===== config.mk =====
export PLATFORM = sky130hd
export DESIGN_NAME = lda_line_engine
export DESIGN_NICKNAME = d
export VERILOG_FILES = /design/src/rtl/lda_pkg.sv /design/src/rtl/lda_setup.sv /design/src/rtl/lda_line_engine.sv
export SDC_FILE = /design/constraint.sdc
export NUM_CORES = 1
export LEC_CHECK = 0
export ABC_AREA = 1
export ABC_CLOCK_PERIOD_IN_PS = 14100
export CAP_MARGIN = 20
export CORE_MARGIN = 2
export CORE_UTILIZATION = 25
export CTS_BUF_LIST = sky130_fd_sc_hd__clkbuf_8
export CTS_CLUSTER_DIAMETER = 50
export CTS_CLUSTER_SIZE = 20
export DETAILED_ROUTE_END_ITERATION = 12
export PLACE_DENSITY = 0.48
export SLEW_MARGIN = 30
export SYNTH_ARGS = -nofsm -noshare
export SYNTH_HDL_FRONTEND = slang
export SYNTH_SLANG_ARGS = --single-unit

===== constraint.sdc =====
create_clock -name clk -period 14.1 [get_ports clk]
set_clock_uncertainty 0.1 [all_clocks]
set_input_delay 2.115 -clock clk [delete_from_list [all_inputs] [get_ports clk]]
set_output_delay 2.115 -clock clk [all_outputs]
set_load 0.01 [all_outputs]

===== src/rtl/lda_pkg.sv =====
// Shared types and widths for the LDA Bresenham line engine.
// Consumed by lda_setup and lda_line_engine (optional clipping: LDA_CLIP_EN).
package lda_pkg;

    localparam int LDA_X_W     = 9;
    localparam int LDA_Y_W     = 8;
    localparam int LDA_COLOR_W = 3;
    localparam int LDA_C_W     = (LDA_X_W > LDA_Y_W) ? LDA_X_W : LDA_Y_W;
    localparam int LDA_ERR_W   = LDA_C_W + 2;

    typedef logic [LDA_C_W-1:0]            coord_t;
    typedef logic [LDA_COLOR_W-1:0]        color_t;
    typedef logic signed [LDA_ERR_W-1:0]   err_t;

    typedef enum logic [1:0] {
        IDLE,
        INIT,
        DRAW,
        DONE
    } lda_state_e;

    function automatic int max_w(input int a, input int b);
        return (a > b) ? a : b;
    endfunction

endpackage


===== src/rtl/lda_setup.sv =====
// Combinational Bresenham setup: octant folding, endpoint ordering and initial error.
// Kept standalone so the software-model checker can reuse the same INIT math.
module lda_setup
    import lda_pkg::*;
#(
    parameter int C_W   = LDA_C_W,
    parameter int ERR_W = C_W + 2
) (
    input  logic [C_W-1:0]          x0,
    input  logic [C_W-1:0]          y0,
    input  logic [C_W-1:0]          x1,
    input  logic [C_W-1:0]          y1,
    output logic                    steep,
    output logic [C_W-1:0]          xs,
    output logic [C_W-1:0]          ys,
    output logic [C_W-1:0]          xe,
    output logic [C_W-1:0]          dx,
    output logic [C_W-1:0]          dy,
    output logic                    ystep_up,
    output logic signed [ERR_W-1:0] err_init
);

    logic [C_W-1:0] adx, ady;
    logic [C_W-1:0] ax0, ay0, ax1, ay1;
    logic [C_W-1:0] ye;

    // Fold the line into the shallow octant, then order it along the primary axis
    always_comb begin
        adx   = (x1 >= x0) ? x1 - x0 : x0 - x1;
        ady   = (y1 >= y0) ? y1 - y0 : y0 - y1;
        steep = ady > adx;

        ax0 = steep ? y0 : x0;
        ay0 = steep ? x0 : y0;
        ax1 = steep ? y1 : x1;
        ay1 = steep ? x1 : y1;

        if (ax0 > ax1) begin
            xs = ax1;
            ys = ay1;
            xe = ax0;
            ye = ay0;
        end else begin
            xs = ax0;
            ys = ay0;
            xe = ax1;
            ye = ay1;
        end

        dx       = xe - xs;
        dy       = (ye >= ys) ? ye - ys : ys - ye;
        ystep_up = ys < ye;
        err_init = -$signed({2'b00, dx >> 1});
    end

endmodule


===== src/rtl/lda_line_engine.sv =====
// Bresenham line engine feeding the VGA adapter write port with valid/ready.
// Define LDA_CLIP_EN to suppress off-screen points instead of emitting them.
module lda_line_engine
    import lda_pkg::*;
#(
    parameter int X_W      = LDA_X_W,
    parameter int Y_W      = LDA_Y_W,
    parameter int COLOR_W  = LDA_COLOR_W,
    parameter int SCREEN_W = 320,
    parameter int SCREEN_H = 240
) (
    input  logic               clk,
    input  logic               reset,
    input  logic               start,
    input  logic [X_W-1:0]     x0,
    input  logic [Y_W-1:0]     y0,
    input  logic [X_W-1:0]     x1,
    input  logic [Y_W-1:0]     y1,
    input  logic [COLOR_W-1:0] color,
    output logic               busy,
    output logic               done,
    output logic [X_W-1:0]     plot_x,
    output logic [Y_W-1:0]     plot_y,
    output logic [COLOR_W-1:0] plot_color,
    output logic               plot_valid,
    input  logic               plot_ready
);

    localparam int C_W   = max_w(X_W, Y_W);
    localparam int ERR_W = C_W + 2;

    lda_state_e state, state_next;

    logic [X_W-1:0]     x0_r, x1_r;
    logic [Y_W-1:0]     y0_r, y1_r;
    logic [COLOR_W-1:0] color_r;

    logic                    steep_r, ystep_up_r;
    logic [C_W-1:0]          x_r, y_r, xe_r, dx_r, dy_r;
    logic signed [ERR_W-1:0] err_r, err_sum;

    logic                    s_steep, s_ystep_up;
    logic [C_W-1:0]          s_xs, s_ys, s_xe, s_dx, s_dy;
    logic signed [ERR_W-1:0] s_err;

    logic [C_W-1:0] pos_x, pos_y;
    logic           off_screen, advance, last_point;

    lda_setup #(.C_W(C_W), .ERR_W(ERR_W)) u_setup (
        .x0       (C_W'(x0_r)),
        .y0       (C_W'(y0_r)),
        .x1       (C_W'(x1_r)),
        .y1       (C_W'(y1_r)),
        .steep    (s_steep),
        .xs       (s_xs),
        .ys       (s_ys),
        .xe       (s_xe),
        .dx       (s_dx),
        .dy       (s_dy),
        .ystep_up (s_ystep_up),
        .err_init (s_err)
    );

    assign pos_x = steep_r ? y_r : x_r;
    assign pos_y = steep_r ? x_r : y_r;

`ifdef LDA_CLIP_EN
    assign off_screen = (int'(pos_x) >= SCREEN_W) || (int'(pos_y) >= SCREEN_H);
`else
    logic unused_screen;
    assign off_screen    = 1'b0;
    assign unused_screen = ^{pos_x, pos_y, SCREEN_W[0], SCREEN_H[0]};
`endif

    assign plot_x     = pos_x[X_W-1:0];
    assign plot_y     = pos_y[Y_W-1:0];
    assign plot_color = color_r;
    assign plot_valid = (state == DRAW) && !off_screen;
    assign busy       = (state != IDLE);
    assign done       = (state == DONE);

    // Clipped points step on their own; visible points wait for the adapter
    assign advance    = (state == DRAW) && (off_screen || plot_ready);
    assign last_point = (x_r == xe_r);
    assign err_sum    = err_r + $signed({2'b00, dy_r});

    always_ff @(posedge clk or posedge reset) begin
        if (reset) begin
            state <= IDLE;
        end else begin
            state <= state_next;
        end
    end

    always_comb begin
        state_next = state;
        case (state)
            IDLE:    if (start) state_next = INIT;
            INIT:    state_next = DRAW;
            DRAW:    if (advance && last_point) state_next = DONE;
            DONE:    state_next = IDLE;
            default: state_next = IDLE;
        endcase
    end

    always_ff @(posedge clk or posedge reset) begin
        if (reset) begin
            x0_r       <= '0;
            y0_r       <= '0;
            x1_r       <= '0;
            y1_r       <= '0;
            color_r    <= '0;
            steep_r    <= 1'b0;
            ystep_up_r <= 1'b0;
            x_r        <= '0;
            y_r        <= '0;
            xe_r       <= '0;
            dx_r       <= '0;
            dy_r       <= '0;
            err_r      <= '0;
        end else begin
            case (state)
                IDLE: begin
                    if (start) begin
                        x0_r    <= x0;
                        y0_r    <= y0;
                        x1_r    <= x1;
                        y1_r    <= y1;
                        color_r <= color;
                    end
                end
                INIT: begin
                    steep_r    <= s_steep;
                    ystep_up_r <= s_ystep_up;
                    x_r        <= s_xs;
                    y_r        <= s_ys;
                    xe_r       <= s_xe;
                    dx_r       <= s_dx;
                    dy_r       <= s_dy;
                    err_r      <= s_err;
                end
                DRAW: begin
                    // Minor-axis step once the accumulated error goes positive
                    if (advance && !last_point) begin
                        x_r <= x_r + C_W'(1);
                        if (!err_sum[ERR_W-1] && (err_sum != '0)) begin
                            y_r   <= ystep_up_r ? y_r + C_W'(1) : y_r - C_W'(1);
                            err_r <= err_sum - $signed({2'b00, dx_r});
                        end else begin
                            err_r <= err_sum;
                        end
                    end
                end
                default: ;
            endcase
        end
    end

endmodule

==> metrics.md, run 1 <==
| Metric | Value |
|---|---|
| Status | completed |
| Worst-skew pair later-pin latency | ~430 ps |
| Unique masters post-synth | 55 |
| Req. time, crit path | 14,320 ps |
| Final WL | about 30,000 um |
| H-tree depth | 3 |
| CTS Buf Count | 9 |
| CTS tree | built |
| Post-CTS setup repair buffer count | 0 |
| # port buffers | 63 |
| Xor/xnor share of the synthesized area | roughly 4.1% |
| CP Capture Type | flop |
| Post_cts resized | 0 |
| Mapped Area | 0.00940 mm^2 |
| First-pass GRT wire length | 47,700 um |
| Bufs and invs on worst path | 6 |
| DIE HEIGHT | around 200 um |
| Tot GR Track Use | 15.7% |
| Gr ovfl total | 0 |
| Initial core utilization | around 25% |
| Core Box Area | 0.0373 mm^2 |
| Die area | just under 0.04 mm^2 |
| Share of post-route cells with drive strength above 1 | under 10% |
| Post-Syn Instances | 1,347 |
| Synth Area in Compound Gates | 18.7% |
| Tightest Pin Transition | ~840 ps |
| Synthesis warning total | 0 |
| Die W | between 150 and 200 um |
| FF+latch count, synth | 97 |
| Minimum clock period | between 9000 and 10,000 ps |
| Nets | ~1,500 |
| Vias in the first global route | just under 9,000 |
| WL per Instance | 15.9 um |
| DRT Pass-1 Iters | 6 |
| FMAX | between 0.1 and 0.15 GHz |
| Post-Place Cell Area | between 0.01 and 0.015 mm^2 |
| Slew Limit Fails | 0 |
| Gp weighted congestion | approximately 0.9 |
| Final instance area | roughly 0.011 mm^2 |
| CTS Root Cell | clkbuf_8 |
| Clock sink total | just under 100 |
| DR DRC count | 0 |
| Dpl hpwl | 23,500 um |
| Post-route ant nets | 0 |
| Syn avg cell area | 6.98 um^2 |
| Clock Path Buffers | 2 |
| Via density | 4.72 |
| Slowest stage delay, CP | approximately 610 ps |
| Worst-path maximum fanout | 66 |
| Layout area overhead | 13.8% |
| Tcrit/Tclk final | roughly 67% |
| Final Hold Fails | 0 |
| Post-Syn Nets | between 1,000 and 1,500 |
| WS Path Type | flop to flop |
| Post-Synth Adder-Cell Area | between 10% and 20% |
| DR vias | 8,788 |
| Data arrival, critical path | 9740 ps |
| Register area share after synthesis | between 20% and 30% |
| Initial antenna violation count | 0 |
| Crit path max-delay family | compound AO/OA/AOI/OAI gates |
| Max_slew headroom | between 40% and 50% |
| Largest family of logic cells by synthesized area | simple AND/OR/NAND/NOR gates |
| CP Launch Type | flop |
| Largest net degree at the start of global routing | 71 |
| Num ports | 64 |
| Fill cells | 4,159 |
| Crit-path slowest cell | o21ai_0 |
| Fin Setup TNS | 0 ps |
| RSZ-0062 raised after global routing | no |
| Clk slew on worst S/H paths | 120 ps |
| Rows | between 70 and 80 |
| Iter 0 DRT Violations | 654 |
| Max cap viols | 0 |
| Final Setup Violations | 0 |
| Synth Area in Simple Gates | roughly 25% |
| Hold Path Class | flop to flop |
| Cts hold-fix bufs | 0 |
| Share of synthesized area spent on multiplexers | under 10% |
cells in the final DEF, fill, tap and decap left out, types with 3 or more instances in the layout:
master           instances
a21o_1                   3
a21oi_1                112
a21oi_2                  6
a31oi_1                  9
buf_4                    6
clkbuf_8                10
clkdlybuf4s50_1         63
dfrtp_1                 96
fa_1                     9
ha_1                   100
inv_1                  194
inv_2                    5
inv_6                    3
mux2_2                   5
mux2i_1                  5
nand2_1                282
nand2_2                 30
nand2_4                  8
nand3_1                 49
nand3_2                  8
nand4_1                  9
nor2_1                  98
nor2_2                   4
nor2_4                   3
nor3_1                  12
nor4_1                   4
o211ai_1                 7
o21ai_0                149
o21ai_1                  4
o21bai_1                 6
o22ai_1                  7
or2_2                    4
xnor2_1                 12
xor2_1                  32
layer usage:
layer / part of all wire (%) / GRT usage, % / up-vias
met4: 1.9 / 4.34 / 0
met2: 45 / 25.5 / 206
li1: - / - / 4447
met5: 0 / 0 / -
met1: 49 / 21.7 / 4108
met3: 4.5 / 2.28 / 27
metrics by stage:
step                      worst slack, ps  instances  hold WS, ps  utilization [%]
final                                4590       1861          403             28.7
after global routing                 3530       1860          429             28.7
after CTS                            4580       1860          408             28.7
after detailed placement             4650       1844          378             28.0
after global placement               4920       1844          374             28.0
after floorplan                      5520       1347          353                -
cell usage after synthesis (all sizes together):
library cell	instances	area share, %
a2111oi	2	0.19
a211o	1	0.093
a211oi	1	0.080
a21o	3	0.24
a21oi	118	6.5
a221oi	2	0.19
a22oi	2	0.16
a31oi	9	0.60
and2	1	0.067
buf	13	1.0
clkbuf	34	1.4
clkinv	2	0.093
dfrtp	97	26
fa	9	1.9
ha	100	13
inv	200	8.0
mux2	5	0.60
mux2i	5	0.53
nand2	320	14
nand3	58	3.6
nand3b	1	0.080
nand4	10	0.73
nor2	105	4.5
nor3	13	0.75
nor4	4	0.27
o2111ai	1	0.093
o211ai	7	0.56
o21ai	155	8.3
o21bai	6	0.48
o221ai	2	0.19
o22ai	8	0.60
o311ai	2	0.19
o31ai	2	0.16
o32ai	1	0.093
or2	4	0.27
xnor2	12	1.1
xor2	32	3.0
cell families after synthesis:
group / count (synthesis)
XOR/XNOR: 44
flip-flops: 97
AND/OR/NAND/NOR: 516
multiplexers: 10
adder cells (fa/ha/maj): 109
buffers and inverters: 249
AO/OA/AOI/OAI: 322
state kept, by name (all words and copies together) (netlist names), 8 cells and up:
name / cells
dx_r: 9
dy_r: 9
err_r: 11
x0_r: 9
x1_r: 9
x_r: 9
xe_r: 9
y0_r: 8
y1_r: 8
y_r: 9
worst reg2reg max path, delay by kind of cell, from the launching register on:
family	cells	cell delay (ps)
AO/OA/AOI/OAI	16	4010
AND/OR/NAND/NOR	15	2020
adder cells (fa/ha/maj)	4	1510
buffers and inverters	6	1040
flip-flops	1	420
XOR/XNOR	2	320
worst paths after layout:
kind | from | endpoint | slack (ps) | cells past startpoint
min in group asynchronous | reset | x0_r[4]$_DFFE_PP0P_ | 1960 | 2
hold / removal | dx_r[7]$_DFFE_PP0N_ | dx_r[7]$_DFFE_PP0N_ | 400 | 2
setup reg to reg | x1_r[4]$_DFFE_PP0P_ | dy_r[8]$_DFFE_PP0N_ | 4590 | 43
setup / recovery | x1_r[4]$_DFFE_PP0P_ | dy_r[8]$_DFFE_PP0N_ | 4590 | 43
hold reg to reg | dx_r[7]$_DFFE_PP0N_ | dx_r[7]$_DFFE_PP0N_ | 400 | 2
max in group asynchronous | reset | y_r[8]$_DFFE_PP0P_ | 10930 | 3
area by class of cell:
class	count	area [um^2]	share of cell area (%)
diodes	1	2.50	0.0234
clock buffers	10	138	1.29
clock inverters	6	95.1	0.889
inverters	202	762	7.12
multi-input cells	1001	5990	56.0
flip-flops and latches	97	2430	22.7
well taps	474	593	5.54
repair buffers	70	687	6.42
Power of run 1 is left out: the tool's default activity adds up to more than one toggle a clock period on the data nets, which glitch-free logic cannot reach.
==> run 2, diff against run 1 <==
ABC_CLOCK_PERIOD_IN_PS = 9430   (was 14100)
clock period = 9.43 ns   (was 14.1 ns; I/O delays follow)
==> metrics.md, run 2 (synthesis gave the netlist of run 1 again) <==
| Metric | Value |
|---|---|
| Fill cells | around 4,200 |
| Initial core utilization | about a quarter |
| Max_slew headroom | 40.2% |
| WL per Instance | about 16 um |
| DIE HEIGHT | between 150 and 200 um |
| Vias in the first global route | 8,550 |
| Req. time, crit path | 9630 ps |
| Post-CTS setup repair buffer count | 0 |
| Top layer in use | met4 |
| Slew Limit Fails | 0 |
| Via density | 4.73 |
| CTS Root Cell | clkbuf_8 |
| Core Box Area | about 0.037 mm^2 |
| Tot GR Track Use | approximately 15% |
| Final instance area | 0.0107 mm^2 |
| DR vias | between 8,000 and 9,000 |
| Final WL | around 30,000 um |
| RSZ-0062 raised after global routing | no |
| Iter 0 DRT Violations | between 600 and 700 |
| Tcrit/Tclk final | roughly 91% |
| WL met1 | approximately 14,000 um |
| FMAX | 0.117 GHz |
| Largest reg by FF count | err_r |
| Max cap viols | 0 |
| Minimum clock period | ~8600 ps |
| WL met2 | 13,200 um |
| Post-route ant nets | 0 |
| CP Capture Type | flop |
| H-tree depth | 3 |
| Rows | 71 |
| Final Hold Fails | 0 |
| Hold Path Class | flop to flop |
| Post-Place Cell Area | approximately 0.010 mm^2 |
| Bufs and invs on worst path | 6 |
| DR DRC count | 0 |
| Max reg flops | 11 |
| Clk slew on worst S/H paths | ~110 ps |
| CP dominant cell by count | o21ai_0 |
| Clock sink total | 97 |
| Status | completed |
| Gr ovfl total | 0 |
| Final Setup Violations | 0 |
| # port buffers | between 60 and 70 |
| CP Launch Type | flop |
| Dpl hpwl | approximately 23,000 um |
| WS Path Type | flop to flop |
| Share of post-route cells with drive strength above 1 | under 10% |
| Worst-skew pair later-pin latency | approximately 420 ps |
| Slowest stage delay, CP | between 400 and 500 ps |
| Die area | 0.0392 mm^2 |
| Worst-path maximum fanout | 59 |
| Crit path max-delay family | simple AND/OR/NAND/NOR gates |
| Tightest Pin Transition | about 900 ps |
| Die W | 198 um |
| DRT Pass-1 Iters | 6 |
| Commonest non-fill, non-tap cell in the layout | nand2_1 |
| Routed wl met3 | approximately 1500 um |
| Gp weighted congestion | about 0.90 |
| First-pass GRT wire length | ~47,000 um |
| Num ports | 64 |
| Initial antenna violation count | 0 |
| Crit-path slowest cell | ha_1 |
| Most frequent cells in the layout | 282 x nand2_1, 195 x inv_1, 142 x o21ai_0 |
| Data arrival, critical path | 8770 ps |
| Nets | 1,533 |
| Clock Path Buffers | 2 |
| Cts hold-fix bufs | 0 |
| CTS Buf Count | 9 |
| Layout area overhead | 13.9% |
| Largest net degree at the start of global routing | between 70 and 80 |
| CTS tree | built |
==> run 2: worst paths after layout <==
kind	to	slack, ps	cells past startpoint	from
setup / recovery	dy_r[6]$_DFFE_PP0N_	860	43	x1_r[2]$_DFFE_PP0P_
hold / removal	dx_r[6]$_DFFE_PP0N_	400	2	dx_r[6]$_DFFE_PP0N_
setup reg to reg	dy_r[6]$_DFFE_PP0N_	860	43	x1_r[2]$_DFFE_PP0P_
hold reg to reg	dx_r[6]$_DFFE_PP0N_	400	2	dx_r[6]$_DFFE_PP0N_
max in group asynchronous	x_r[5]$_DFFE_PP0P_	6910	3	reset
min in group asynchronous	x1_r[8]$_DFFE_PP0P_	1290	2	reset
==> run 2: layout make-up <==
class,count,area (um^2),area share (%)
flip-flops and latches,97,2430,22.7
diodes,1,2.50,0.0234
clock inverters,6,65.1,0.607
repair buffers,72,702,6.55
well taps,474,593,5.54
multi-input cells,1001,6020,56.2
inverters,202,762,7.11
clock buffers,10,138,1.29
==> run 2: what timing repair did <==
item                       CTS  global route
gates cloned                 0             0
gates resized for setup      1            10
setup endpoints to repair    3             8
==> run 2: per-stage QoR <==
stage	hold WS (ps)	instances	setup slack [ps]	utilization (%)	TNS, ps
2_1_floorplan	353	1347	845	-	0
3_3_place_gp	374	1846	0.0719	28.1	0
3_5_place_dp	375	1846	-22.8	28.1	-22.8
4_1_cts	403	1862	17.0	28.6	0
5_1_grt	429	1862	11.8	28.7	0
6_report	399	1863	864	28.7	0
==> run 2: routing by layer <==
metal	global-route usage, %	vias to the layer above
li1	-	4448
met1	21.2	4124
met2	25.0	220
met3	3.00	22
met4	3.56	0
met5	0	-
==> run 2: tightest hold or removal path, delay by kind of cell (launching register included) <==
kind	cells	cell delay, ps
flops	1	360
compound gates	1	60
simple gates	1	50
Power of run 2 is left out for the same reason.
==> run 3, diff against run 2 <==
CORE_ASPECT_RATIO = 0.8   (was not set)
CTS_BUF_LIST = not set   (was sky130_fd_sc_hd__clkbuf_8)
==> metrics.md, run 3 (synthesis gave the netlist of run 1 again) <==
| Metric | Value |
|---|---|
| Status | completed |
| Final cell count without fillers | about 1,900 |
| Share of post-route cells with drive strength above 1 | 7.71% |
| CTS Buf Count | 9 |
| # port buffers | 63 |
| WL met1 | ~15,000 um |
| Max cap viols | 0 |
| Max reg flops | 11 |
| FMAX | between 0.1 and 0.15 GHz |
| Worst-skew pair later-pin latency | approximately 380 ps |
| CP startpoint | x1_r[2]$_DFFE_PP0P_ |
| Initial core utilization | 25.4% |
| Gr ovfl total | 0 |
| Routed wl met3 | between 1000 and 1500 um |
| DRT Pass-1 Iters | 5 |
| Vias in the first global route | between 8,000 and 9,000 |
| Rows | 63 |
| Num ports | 64 |
| Minimum clock period | 8610 ps |
| Number of instances in the placed design | between 1,500 and 2,000 |
| Post-CTS setup repair buffer count | 0 |
| Tcrit/Tclk final | between 90% and 100% |
| WL met2 | approximately 13,000 um |
| Largest net degree at the start of global routing | ~70 |
| Die W | 221 um |
| Final Hold Fails | 0 |
| Commonest non-fill, non-tap cell in the layout | nand2_1 |
| Final instance area | 0.0109 mm^2 |
| Bufs and invs on worst path | 5 |
| CTS Root Cell | clkbuf_16 |
| RR Startpoint | x1_r[2]$_DFFE_PP0P_ |
| Initial antenna violation count | 0 |
| Req. time, crit path | a little under 10,000 ps |
| Gp weighted congestion | between 0.9 and 1 |
| Fin Hold WS | slightly below 400 ps |
| Hold path start | dx_r[3]$_DFFE_PP0N_ |
| Crit-path slowest cell | xnor2_1 |
| Die area | roughly 0.039 mm^2 |
| Slowest stage delay, CP | 470 ps |
| CTS tree | built |
| Final WL | 30,600 um |
| WS Path Type | flop to flop |
| Post-Place Cell Area | 0.0105 mm^2 |
| First-pass GRT wire length | around 48,000 um |
| Iter 0 DRT Violations | 570 |
| Max_slew headroom | between 30% and 40% |
| Final Setup Violations | 0 |
| Clock sink total | 97 |
| Post-route ant nets | 0 |
| Worst-path maximum fanout | ~60 |
| Most frequent cells in the layout | 282 x nand2_1, 194 x inv_1, 145 x o21ai_0 |
| DR vias | between 8,000 and 9,000 |
| Dpl hpwl | 24,500 um |
| Largest reg by FF count | err_r |
| Top layer in use | met4 |
| H-tree depth | 3 |
| DR DRC count | 0 |
| WL per Instance | about 16 um |
| Tot GR Track Use | between 15 and 20% |
| DIE HEIGHT | 177 um |
| Clock Path Buffers | 2 |
| Fin Setup TNS | 0 ps |
| CP Launch Type | flop |
| Tightest Pin Transition | 901 ps |
| Hold Path Class | flop to flop |
| Slew Limit Fails | 0 |
| Crit path max-delay family | compound AO/OA/AOI/OAI gates |
| Layout area overhead | 15.7% |
| Nets | about 1,500 |
| Clk slew on worst S/H paths | 70 ps |
| Via density | 4.66 |
| CP Capture Type | flop |
| Data arrival, critical path | about 9000 ps |
| N_diodes | 0 |
| Core Box Area | between 0.03 and 0.04 mm^2 |
-- run 3: changes by cell type in the layout (fill, tap and decap cells not counted), moves of 2 or more --
cell       change
o21ai_1        -2
o21ai_0        +3
inv_6          -2
bufinv_16      +3
clkbuf_16      +9
clkbuf_8       -9
-- run 3: final cells by class --
| type | instances | area (um^2) |
|---|---|---|
| multi-input cells | 1001 | 6020 |
| clock buffers | 10 | 239 |
| repair buffers | 72 | 698 |
| fillers | 4077 | 26200 |
| clock inverters | 5 | 128 |
| flip-flops and latches | 97 | 2430 |
| inverters | 202 | 762 |
| well taps | 487 | 609 |
-- run 3: through the flow --
step / setup WS, ps / util, %
2_1_floorplan: 845 / -
4_1_cts: 45.0 / 29.3
6_report: 825 / 29.4
3_3_place_gp: 281 / 28.3
3_5_place_dp: 94.0 / 28.3
5_1_grt: -23.5 / 29.4
-- run 3: worst min-delay path: stages (launching register included) --
cell,delay [ps]
dfrtp_1,340
nand2_1,50
o21ai_0,60
-- run 3: what timing repair did --
action	4_1_cts	5_1_grt
setup endpoints to repair	0	9
resized for setup	0	9
hold buffers	0	0
-- run 3: metal layers --
layer  vias to the layer above  global-route usage [%]
met3                        28                    3.06
met1                      4063                    22.4
met2                       185                    24.7
li1                       4462                       -
met5                         -                       0
met4                         0                    4.42
-- run 3: path summary, 6_finish.rpt --
kind	cells after the start	to	slack [ps]
setup / recovery	41	dy_r[5]$_DFFE_PP0N_	820
setup reg to reg	41	dy_r[5]$_DFFE_PP0N_	820
hold reg to reg	2	dx_r[3]$_DFFE_PP0N_	380
min in group asynchronous	2	x0_r[6]$_DFFE_PP0P_	1400
max in group asynchronous	3	err_r[4]$_DFFE_PP0P_	6650
hold / removal	2	dx_r[3]$_DFFE_PP0N_	380
Power of run 3 is left out for the same reason.
